--- config.mk ---
export PLATFORM = sky130hd
export DESIGN_NAME = comb_stim_gen
export DESIGN_NICKNAME = d
export VERILOG_FILES = /design/src/rtl/comb_stim_gen_pkg.sv /design/src/rtl/comb_stim_gen_step_div.sv /design/src/rtl/comb_stim_gen.sv
export SDC_FILE = /design/constraint.sdc
export NUM_CORES = 1
export LEC_CHECK = 0
export CAP_MARGIN = 10
export CORE_MARGIN = 3
export CORE_UTILIZATION = 50
export DETAILED_ROUTE_END_ITERATION = 10
export GPL_ROUTABILITY_DRIVEN = 0
export HOLD_SLACK_MARGIN = 0.12
export PLACE_DENSITY = 0.75
export SYNTH_ARGS = -nofsm -noshare
export SYNTH_HDL_FRONTEND = slang
export SYNTH_SLANG_ARGS = --single-unit
--- constraint.sdc ---
create_clock -name clk -period 5.27 [get_ports clk]
set_clock_uncertainty 0.2 [all_clocks]
set_input_delay 0.527 -clock clk [delete_from_list [all_inputs] [get_ports clk]]
set_output_delay 0.527 -clock clk [all_outputs]
set_load 0.05 [all_outputs]
--- src/rtl/comb_stim_gen_pkg.sv ---
// Shared definitions for the comb_str stimulus sequencer: FSM encoding and
// the width of the counting pattern driven onto {A,B,C,D}.
package comb_stim_gen_pkg;

  localparam int PAT_W = 4;

  typedef enum logic [1:0] {
    IDLE = 2'd0,
    RUN  = 2'd1,
    DONE = 2'd2
  } state_e;

endpackage : comb_stim_gen_pkg

--- src/rtl/comb_stim_gen_step_div.sv ---
// Step divider: emits a one-cycle step every STEP_DIV enabled cycles. When
// en is low the count freezes, so a paused vector keeps whatever part of its
// hold time it has not used yet.
module stim_step_div #(
  parameter int STEP_DIV = 1
) (
  input  logic clk,
  input  logic rst,
  input  logic clr,
  input  logic en,
  output logic step
);

  localparam int DIV_W = (STEP_DIV > 1) ? $clog2(STEP_DIV) : 1;
  localparam logic [DIV_W-1:0] LAST = DIV_W'(STEP_DIV - 1);

  logic [DIV_W-1:0] cnt_q;

  // The step is decoded from the registered count, so it falls on the last
  // cycle of each hold window.
  assign step = en && (cnt_q == LAST);

  // Divider count: clears on reset, on a run start, and on every step.
  always_ff @(posedge clk) begin
    // NOTE: state registers use non-blocking assignments so that every
    // always_ff block samples the values from before the clock edge.
    if (rst || clr) begin
      cnt_q <= '0;
    end else if (en) begin
      cnt_q <= step ? '0 : cnt_q + 1'b1;
    end
  end

endmodule : stim_step_div

--- src/rtl/comb_stim_gen.sv ---
// Clocked stimulus source for the comb_str mux. Presents a 4-bit counting
// pattern on {A,B,C,D}, raises sel from vector SEL_SWITCH onward, and can be
// started and paused. Every output comes straight from a register.
module comb_stim_gen
  import comb_stim_gen_pkg::*;
#(
  parameter int NUM_VEC    = 101,
  parameter int SEL_SWITCH = 25,
  parameter int STEP_DIV   = 1,
  parameter int CNT_W      = 8
) (
  input  logic             clk,
  input  logic             rst,
  input  logic             start,
  input  logic             hold,
  output logic             A,
  output logic             B,
  output logic             C,
  output logic             D,
  output logic             sel,
  output logic             valid,
  output logic             busy,
  output logic             done,
  output logic [CNT_W-1:0] vec_idx
);

  localparam logic [CNT_W-1:0] LAST_IDX = CNT_W'(NUM_VEC - 1);

  state_e             state_q, state_d;
  logic [PAT_W-1:0]   pat_q, pat_d;
  logic [CNT_W-1:0]   idx_q, idx_d;
  logic               sel_q, sel_d;
  logic               valid_q, valid_d;
  logic               busy_q, busy_d;
  logic               done_q, done_d;
  logic               div_clr, div_en, step;

  stim_step_div #(
    .STEP_DIV (STEP_DIV)
  ) u_step_div (
    .clk  (clk),
    .rst  (rst),
    .clr  (div_clr),
    .en   (div_en),
    .step (step)
  );

  // Next-state and next-output decode for the IDLE/RUN/DONE sequencer.
  always_comb begin
    // NOTE: every signal driven here gets a default first; a path that
    // leaves one unassigned would infer a latch.
    state_d = state_q;
    pat_d   = pat_q;
    idx_d   = idx_q;
    sel_d   = sel_q;
    valid_d = valid_q;
    busy_d  = busy_q;
    done_d  = 1'b0;
    div_clr = 1'b0;
    div_en  = 1'b0;

    case (state_q)
      IDLE: begin
        valid_d = 1'b0;
        busy_d  = 1'b0;
        if (start) begin
          state_d = RUN;
          idx_d   = '0;
          pat_d   = '0;
          sel_d   = (SEL_SWITCH == 0);
          valid_d = 1'b1;
          busy_d  = 1'b1;
          div_clr = 1'b1;
        end
      end
      RUN: begin
        div_en = !hold;
        if (step) begin
          if (idx_q == LAST_IDX) begin
            // Last vector finished: pattern, sel and index stay on it.
            state_d = DONE;
            valid_d = 1'b0;
            busy_d  = 1'b0;
            done_d  = 1'b1;
          end else begin
            idx_d = idx_q + 1'b1;
            pat_d = pat_q + 1'b1;
            sel_d = (int'(idx_q) + 1 >= SEL_SWITCH);
          end
        end
      end
      DONE: begin
        // One-cycle completion state; start is not looked at here.
        state_d = IDLE;
        valid_d = 1'b0;
        busy_d  = 1'b0;
      end
      default: begin
        state_d = IDLE;
        valid_d = 1'b0;
        busy_d  = 1'b0;
      end
    endcase
  end

  // State and output registers; reset wins over everything else.
  always_ff @(posedge clk) begin
    if (rst) begin
      state_q <= IDLE;
      pat_q   <= '0;
      idx_q   <= '0;
      sel_q   <= 1'b0;
      valid_q <= 1'b0;
      busy_q  <= 1'b0;
      done_q  <= 1'b0;
    end else begin
      state_q <= state_d;
      pat_q   <= pat_d;
      idx_q   <= idx_d;
      sel_q   <= sel_d;
      valid_q <= valid_d;
      busy_q  <= busy_d;
      done_q  <= done_d;
    end
  end

  assign A       = pat_q[3];
  assign B       = pat_q[2];
  assign C       = pat_q[1];
  assign D       = pat_q[0];
  assign sel     = sel_q;
  assign valid   = valid_q;
  assign busy    = busy_q;
  assign done    = done_q;
  assign vec_idx = idx_q;

endmodule : comb_stim_gen

# Word level (Yosys, flattened, before mapping)

Index checks and enable logic that the tools add are counted.

Flip-flop bits (word level): 18
Output and inout bits: 16
Logic and storage cells: 54

Add/sub/neg operators: 4
Magnitude comparators: 1
Equal/unequal tests: 6
Mux-type cells: 24
Bitwise logic cells: 3
Reductions and logical operators: 9

Operators with widths:

| operator                                                           | number |
|---|---|
| two-way mux 8 bit                                                  | 3 |
| case mux 8 bit (2 select lines)                                    | 1 |
| two-way mux 4 bit                                                  | 3 |
| two-way mux 1 bit                                                  | 10 |
| adder 8 x 1 -> 9 bit (second input constant)                       | 1 |
| greater-or-equal comparator 9 x 5 -> 1 bit (second input constant) | 1 |
| adder 8 x 1 -> 8 bit (second input constant)                       | 1 |
| == test 8 x 7 -> 1 bit (second input constant)                     | 1 |
| case mux 4 bit (2 select lines)                                    | 1 |
| two-way mux 2 bit                                                  | 3 |
| inequality test 2 bit (second input constant)                      | 3 |
| adder 4 x 1 -> 4 bit (second input constant)                       | 1 |
| case mux 1 bit (2 select lines)                                    | 2 |
| case mux 2 bit (2 select lines)                                    | 1 |
| AND reduction 4 bit                                                | 1 |
| inverter 1 bit                                                     | 3 |
| AND reduction 3 bit                                                | 1 |
| OR reduction 3 bit                                                 | 1 |
| == test 2 x 1 -> 1 bit (second input constant)                     | 1 |
| zero test 2 bit                                                    | 1 |
| inequality test 2 x 1 -> 1 bit (second input constant)             | 1 |
| AND reduction 2 bit                                                | 1 |
| nonzero test 2 bit                                                 | 1 |
| adder 1 bit (second input constant)                                | 1 |
| other kinds (3)                                                    | 3 |

# Depth between registers and ports, before layout

Gate-level depths: netlist of run 1.

Depth after elaboration: 5
Mapped depth: 7

# Modules after synthesis

Synthesis of run 1 repeated with hierarchy kept, for this count alone.

Cell total of the unflattened synthesis: 116
Area, all modules: 1,039.7 um^2

By module, submodules not included:

| module        | times used | cells each | area an instance (um^2) |
|---|---|---|---|
| comb_stim_gen | 1          | 113        | 998.5 |
| stim_step_div | 1          | 3          | 41.3 |

# Least setup slack after synthesis of run 1

No wires, ideal clock.

Path kind: register to register
Start: register idx_q[3], in the netlist vec_idx[3]
End: register pat_q[1]
Library setup time: 0.132 ns
Arrival time: 1.879 ns
Required time: 4.938 ns
Path slack: 3.059 ns
Cell stages (with the launch flop): 7
Cells stage by stage: dfxtp_1 > buf_6 > or4b_4 > o21a_4 > buf_2 > o211ai_1 > a21oi_1

Longest elaborated chain between the ends: 3

Ends and longest elaborated chain:

| element                                | line                 | source |
|---|---|---|
| start: declaration                     | comb_stim_gen.sv:31  | `logic [CNT_W-1:0] idx_q, idx_d;` |
| start signal: assignment               | comb_stim_gen.sv:119 | `idx_q <= idx_d;` |
| == test 8 x 7 -> 1 bit                 | comb_stim_gen.sv:79  | `if (idx_q == LAST_IDX) begin` |
| inequality test 2 bit (no source line) | n/a                  |  |
| AND reduction 4 bit (no source line)   | n/a                  |  |
| end signal: assignment                 | comb_stim_gen.sv:118 | `pat_q <= pat_d;` |
| end: declaration                       | comb_stim_gen.sv:30  | `logic [PAT_W-1:0] pat_q, pat_d;` |

Every way passes these cells.
A chain may end at the register's enable or synchronous reset.

# Final worst setup path of run 1

Start: register idx_q[4], in the netlist vec_idx[4]
End: output vec_idx[4]

RTL lines:

| element          | line                | source |
|---|---|---|
| end: declaration | comb_stim_gen.sv:24 | `output logic [CNT_W-1:0] vec_idx` |

No word-level cell between the ends.

==> flow_metrics.env, run 1 <==
export IMPL_status="completed"
export IMPL_synth_adder_area_share_pct=4.68
export IMPL_rows=16
export IMPL_sequentialPowerShare_pct=52.7
export IMPL_ys_top_cells_by_area="dfxtp_1, ha_1, nand3_1, a21oi_1, nand4_1"
export IMPL_synthCells=123
export IMPL_critPathCaptureType="output pin"
export IMPL_diodes=0
export IMPL_die_area_sq_um=2730
export IMPL_yosys_mux_area_fraction_pct=0
export IMPL_grt_start_max_net_pins=21
export IMPL_die_y_um=52.3
export IMPL_path_class="reg2out"
export IMPL_post_route_min_period_ps=2470
export IMPL_drtIter0Drc=22
export IMPL_place_hpwl_um=1690
export IMPL_synth_area_sq_um=1070
export IMPL_dr_total_vias=1000
export IMPL_start_util_pct=53.4
export IMPL_antenna_found_initial=0
export IMPL_cp_data_required_time_ps=4540
export IMPL_cts_buffers=3
export IMPL_synth_top_family_by_area="simple AND/OR/NAND/NOR gates"
export IMPL_critPathArrivalTime_ps=1750
export IMPL_yosysTopAreaCell="dfxtp_1"
export IMPL_hold_buffers=0
export IMPL_portBuffers=19
export IMPL_vdd_ir_drop_worst_mv=0.149
export IMPL_yosys_register_bits=18
export IMPL_finalHoldViolCount=0
export IMPL_drt_total_wl_um=2480
export IMPL_path_cells="clkdlybuf4s50_1"
export IMPL_worstHoldPathType="reg2reg"
export IMPL_tritoncts="built"
export IMPL_tightest_slew_ps=953
export IMPL_post_route_period_util_pct=46.9
export IMPL_start_kind="flop"
export IMPL_slowest_stage="clkdlybuf4s50_1"
export IMPL_p_int_w=0.000193
export IMPL_cts_resized=0
export IMPL_p_per_area_nw_per_um2=211
export IMPL_drv_cap=0
export IMPL_die_x_um=52.3
export IMPL_switchingPower_w=0.0000749
export IMPL_swShare_pct=27.9
export IMPL_drcViolationCount=0
export IMPL_power_share_combinational_pct=14.5
export IMPL_fin_nets=145
export IMPL_grt_pass1_wl_um=4440
export IMPL_final_util_pct=63.5
export IMPL_slowest_delay_ps=880
export IMPL_core_area_sq_um=2000
export IMPL_rsz0062_at_grt="false"
export IMPL_setup_viol=0
export IMPL_critPathTopFamily="buffers and inverters"
export IMPL_first_pass_iters=4
export IMPL_synth_most_common_cell="dfxtp_1"
export IMPL_synth_compound_area_share_pct=26.4
export IMPL_met1_length_um=1170
export IMPL_root_buffer="clkbuf_4"
export IMPL_ioPinCount=20
export IMPL_synth_xor_area_share_pct=0
export IMPL_ant_nets=0
export IMPL_async_flop_share_pct=0
export IMPL_htree_levels=1
export IMPL_relSlewSlack_pct=36.0
export IMPL_drive_gt1_share_pct=9.56
export IMPL_slew_violations=0
export IMPL_synth_distinct_cells=43
export IMPL_synth_top_area_share_pct=33.7
export IMPL_grt_pass1_vias=982
export IMPL_ys_flop_type="dfxtp_1"
export IMPL_leakagePower_nw=0.430
export IMPL_routed_via_density=6.13
export IMPL_seq_area_frac_synth_pct=33.7
export IMPL_synth_simple_area_share_pct=27.6
export IMPL_synth_nets=131
export IMPL_grt_overflow=0
export IMPL_ys_top_cells_by_count="dfxtp_1, nand3_1, a21oi_1, inv_1, nor2_1"
export IMPL_yosys_warnings=0
export IMPL_syn_to_final_growth_pct=18.8
export IMPL_dr_wl_met3_um=98
export IMPL_wl_met2_um=1190
export IMPL_track_usage_pct=21.2
export IMPL_cp_max_fo=12
export IMPL_clkLatencyLatePin_ps=300
export IMPL_cts_setup_buffers=0
export IMPL_fin_setup_tns_ps=0
export IMPL_dr_max_layer_used="met4"
export IMPL_clock_sinks=18
export IMPL_synth_edf_count=0
export IMPL_wl_per_cell_um=15.2
export IMPL_fmax_ghz=0.404
export IMPL_avgSynthCellArea_sq_um=8.70
export IMPL_cts_buffer_depth=2
export IMPL_crit_buf_inv=1
export IMPL_clkTransAtPathRegs_ps=110
export IMPL_pwr_share_clk_pct=32.8
[cell type report]
type | count | area (sq um)
fillers | 184 | 731
multi-input cells | 89 | 628
flip-flops and latches | 18 | 360
repair buffers | 19 | 190
clock buffers | 4 | 36.3
well taps | 27 | 33.8
inverters | 6 | 22.5
[logic make-up (layout without fill, tap and decap cells)]
group | after synthesis | in the layout
simple gates | 49 | 49
fa+ha+maj | 4 | 4
buf+inv | 16 | 29
compound gates | 36 | 36
flops | 18 | 18
[power by group through the flow]
stage / registers [W] / logic (W) / clock network (W)
detailed placement: 0.000144 / 0.0000386 / 0
finish: 0.000141 / 0.0000388 / 0.0000880
global route: 0.000142 / 0.0000423 / 0.0000940
global placement: 0.000144 / 0.0000382 / 0
floorplan: 0.000149 / 0.0000239 / 0
CTS: 0.000141 / 0.0000388 / 0.0000912
[worst register-to-register path: cells and delay by family, from the launching register on]
kind             cells  cell delay [ps]
AO/OA/AOI/OAI        2              770
flip-flops           1              540
AND/OR/NAND/NOR      2              670
[worst paths after layout]
kind / start / end / slack [ps] / cells past startpoint
worst max-delay path: vec_idx[4]$_SDFFE_PP0P_ / vec_idx[4] / 2800 / 1
worst max register to register: vec_idx[2]$_SDFFE_PP0P_ / vec_idx[3]$_SDFFE_PP0P_ / 3000 / 4
worst min-delay path: busy$_SDFFE_PP0P_ / busy$_SDFFE_PP0P_ / 310 / 2
worst min register to register: busy$_SDFFE_PP0P_ / busy$_SDFFE_PP0P_ / 310 / 2
[flip-flops by register name, indices dropped and copies added (netlist names)]
| name | flops |
|---|---|
| sel | 1 |
| done | 1 |
| busy | 1 |
| state_q | 2 |
| u_step_div.cnt_q | 1 |
| pat_q | 4 |
| vec_idx | 8 |
[cell usage in the layout, fill, tap and decap left out, types with 2 or more instances in the layout]
| cell | n |
|---|---|
| clkdlybuf4s50_1 | 19 |
| dfxtp_1 | 18 |
| nand3_1 | 10 |
| a21oi_1 | 8 |
| inv_1 | 6 |
| nor2_1 | 6 |
| nand2_1 | 5 |
| nand4_1 | 5 |
| ha_1 | 4 |
| or3_1 | 3 |
| nor3_1 | 3 |
| o211ai_1 | 3 |
| nor3b_1 | 3 |
| a21o_1 | 3 |
| a311oi_1 | 3 |
| clkbuf_4 | 3 |
| nor2b_1 | 2 |
| or2_2 | 2 |
| nand2b_1 | 2 |
| o21ai_0 | 2 |
| o31ai_1 | 2 |
| o22ai_1 | 2 |
| a221oi_1 | 2 |
| a31oi_1 | 2 |
[metal layers]
layer	track usage, %	vias to the layer above
met2	34.7	28
met4	5.96	0
met5	0	-
met3	2.56	2
li1	-	492
met1	29.2	478
[metrics by stage]
stage	power, W	std cells	cell area [sq um]	setup slack (ps)	hold slack [ps]
detailed placement	0.000183	159	1230	2680	291
floorplan	0.000173	123	1070	3060	283
finish	0.000268	163	1270	2800	311
global route	0.000278	163	1270	2740	341
global placement	0.000182	159	1230	2770	300
CTS	0.000271	163	1270	2800	315
Note: power is estimated with default switching activity, not from simulation.
==> run 2: changes to the inputs <==
==> constraint.sdc (replaced) <==
create_clock -name clk -period 2.4 [get_ports clk]
set_clock_uncertainty 0.2 [all_clocks]
set_input_delay 0.24 -clock clk [delete_from_list [all_inputs] [get_ports clk]]
set_output_delay 0.24 -clock clk [all_outputs]
set_load 0.05 [all_outputs]
==> flow_metrics.env, run 2 (synthesis results as in run 1) <==
export IMPL_power_share_combinational_pct=15.4
export IMPL_p_int_w=0.000427
export IMPL_hold_ws_ps=316
export IMPL_setup_viol=0
export IMPL_fin_nets=151
export IMPL_leakagePower_nw=0.461
export IMPL_tightest_slew_ps=515
export IMPL_p_per_area_nw_per_um2=449
export IMPL_drt_total_wl_um=2540
export IMPL_clock_sinks=18
export IMPL_slowest_delay_ps=860
export IMPL_die_x_um=52.3
export IMPL_diodes=0
export IMPL_fin_setup_tns_ps=0
export IMPL_root_buffer="clkbuf_4"
export IMPL_slowest_stage="clkdlybuf4s50_1"
export IMPL_finalHoldViolCount=0
export IMPL_grt_pass1_vias=923
export IMPL_drive_gt1_share_pct=13.4
export IMPL_postLayoutCellArea_sq_um=1320
export IMPL_critPathCaptureType="output pin"
export IMPL_clkTransAtPathRegs_ps=110
export IMPL_grt_overflow=0
export IMPL_antenna_found_initial=0
export IMPL_status="completed"
export IMPL_critPathTopFamily="buffers and inverters"
export IMPL_first_pass_iters=4
export IMPL_wl_per_cell_um=15.0
export IMPL_post_route_min_period_ps=2100
export IMPL_drv_cap=0
export IMPL_drtIter0Drc=15
export IMPL_sequentialPowerShare_pct=52.1
export IMPL_critPathArrivalTime_ps=1660
export IMPL_cp_max_fo=9
export IMPL_path_cells="clkdlybuf4s50_1"
export IMPL_drcViolationCount=0
export IMPL_portBuffers=19
export IMPL_swShare_pct=27.7
export IMPL_final_common_cell="clkdlybuf4s50_1"
export IMPL_cp_data_required_time_ps=1960
export IMPL_reg2reg_from="vec_idx[3]$_SDFFE_PP0P_"
export IMPL_rrSetupSlack_ps=350
export IMPL_cts_setup_buffers=0
export IMPL_min_delay_worst_endpoint="busy$_SDFFE_PP0P_"
export IMPL_path_class="reg2out"
export IMPL_crit_buf_inv=1
export IMPL_timing_rr_end="vec_idx[3]$_SDFFE_PP0P_"
export IMPL_core_area_sq_um=2000
export IMPL_rsz0062_at_grt="false"
export IMPL_start_util_pct=53.4
export IMPL_slew_violations=0
export IMPL_wl_met2_um=1210
export IMPL_track_usage_pct=20.5
export IMPL_worstHoldPathType="reg2reg"
export IMPL_routed_via_density=6.12
export IMPL_vdd_ir_drop_worst_mv=0.384
export IMPL_grt_start_max_net_pins=15
export IMPL_die_area_sq_um=2730
export IMPL_grt_pass1_wl_um=4260
export IMPL_syn_to_final_growth_pct=23.0
export IMPL_cts_buffers=3
export IMPL_htree_levels=1
export IMPL_met1_length_um=1190
export IMPL_hold_buffers=0
export IMPL_power_w=0.000591
export IMPL_layout_common_cells="clkdlybuf4s50_1, dfxtp_1, nand3_1, a21oi_1"
export IMPL_dr_max_layer_used="met4"
export IMPL_worstHoldStart="busy$_SDFFE_PP0P_"
export IMPL_dr_total_vias=1034
export IMPL_hold_depth=2
export IMPL_post_route_period_util_pct=87.5
export IMPL_start_kind="flop"
export IMPL_switchingPower_w=0.000164
export IMPL_pwr_share_clk_pct=32.4
export IMPL_dr_wl_met3_um=106
export IMPL_reg2reg_depth=4
export IMPL_dpl_instance_area_sq_um=1280
export IMPL_fmax_ghz=0.476
export IMPL_ant_nets=0
export IMPL_relSlewSlack_pct=65.6
export IMPL_clkLatencyLatePin_ps=300
export IMPL_tritoncts="built"
export IMPL_place_hpwl_um=1770
export IMPL_largest_reg_flops=8
export IMPL_cts_resized=0
export IMPL_die_y_um=52.3
export IMPL_rows=16
export IMPL_cts_buffer_depth=2
export IMPL_ioPinCount=20
run 2: layer usage:
layer | track usage [%] | up-vias
met5 | 0 | -
met4 | 7.66 | 0
met3 | 2.85 | 5
met2 | 31.4 | 30
met1 | 29.1 | 493
li1 | - | 506
run 2: power by group through the flow:
stage	clock (W)	combinational (W)	sequential [W]
floorplan	0	0.0000524	0.000327
global placement	0	0.0000897	0.000315
detailed placement	0	0.0000900	0.000315
CTS	0.000191	0.0000908	0.000308
global route	0.000209	0.0000980	0.000310
finish	0.000192	0.0000913	0.000308
run 2: area by class of cell:
class | instances | area (sq um)
fillers | 174 | 686
repair buffers | 25 | 235
clock buffers | 4 | 36.3
flip-flops and latches | 18 | 360
well taps | 27 | 33.8
multi-input cells | 89 | 628
inverters | 6 | 22.5
run 2: worst max-delay path by stage:
stage / startpoint / to / cells past startpoint
5_1_grt: vec_idx[3]$_SDFFE_PP0P_ / vec_idx[3]$_SDFFE_PP0P_ / 4
6_report: vec_idx[5]$_SDFFE_PP0P_ / vec_idx[5] / 1
4_1_cts: vec_idx[5]$_SDFFE_PP0P_ / vec_idx[5] / 1
3_5_place_dp: hold / vec_idx[6]$_SDFFE_PP0P_ / 5
3_3_place_gp: hold / vec_idx[6]$_SDFFE_PP0P_ / 5
2_1_floorplan: vec_idx[3]$_SDFFE_PP0P_ / pat_q[1]$_SDFFE_PP0P_ / 6
run 2: tightest hold or removal path: cells and delay by family, from the launching register on:
family	cells	cell delay [ps]
AO/OA/AOI/OAI	2	140
flip-flops	1	340
run 2: metrics by stage:
stage               util (%)  worst slack, ps  cells
floorplan                  -              189    123
global placement        63.9              255    165
detailed placement      63.9              174    165
CTS                     65.8              297    169
global route            65.8              205    169
finish                  65.8              300    169
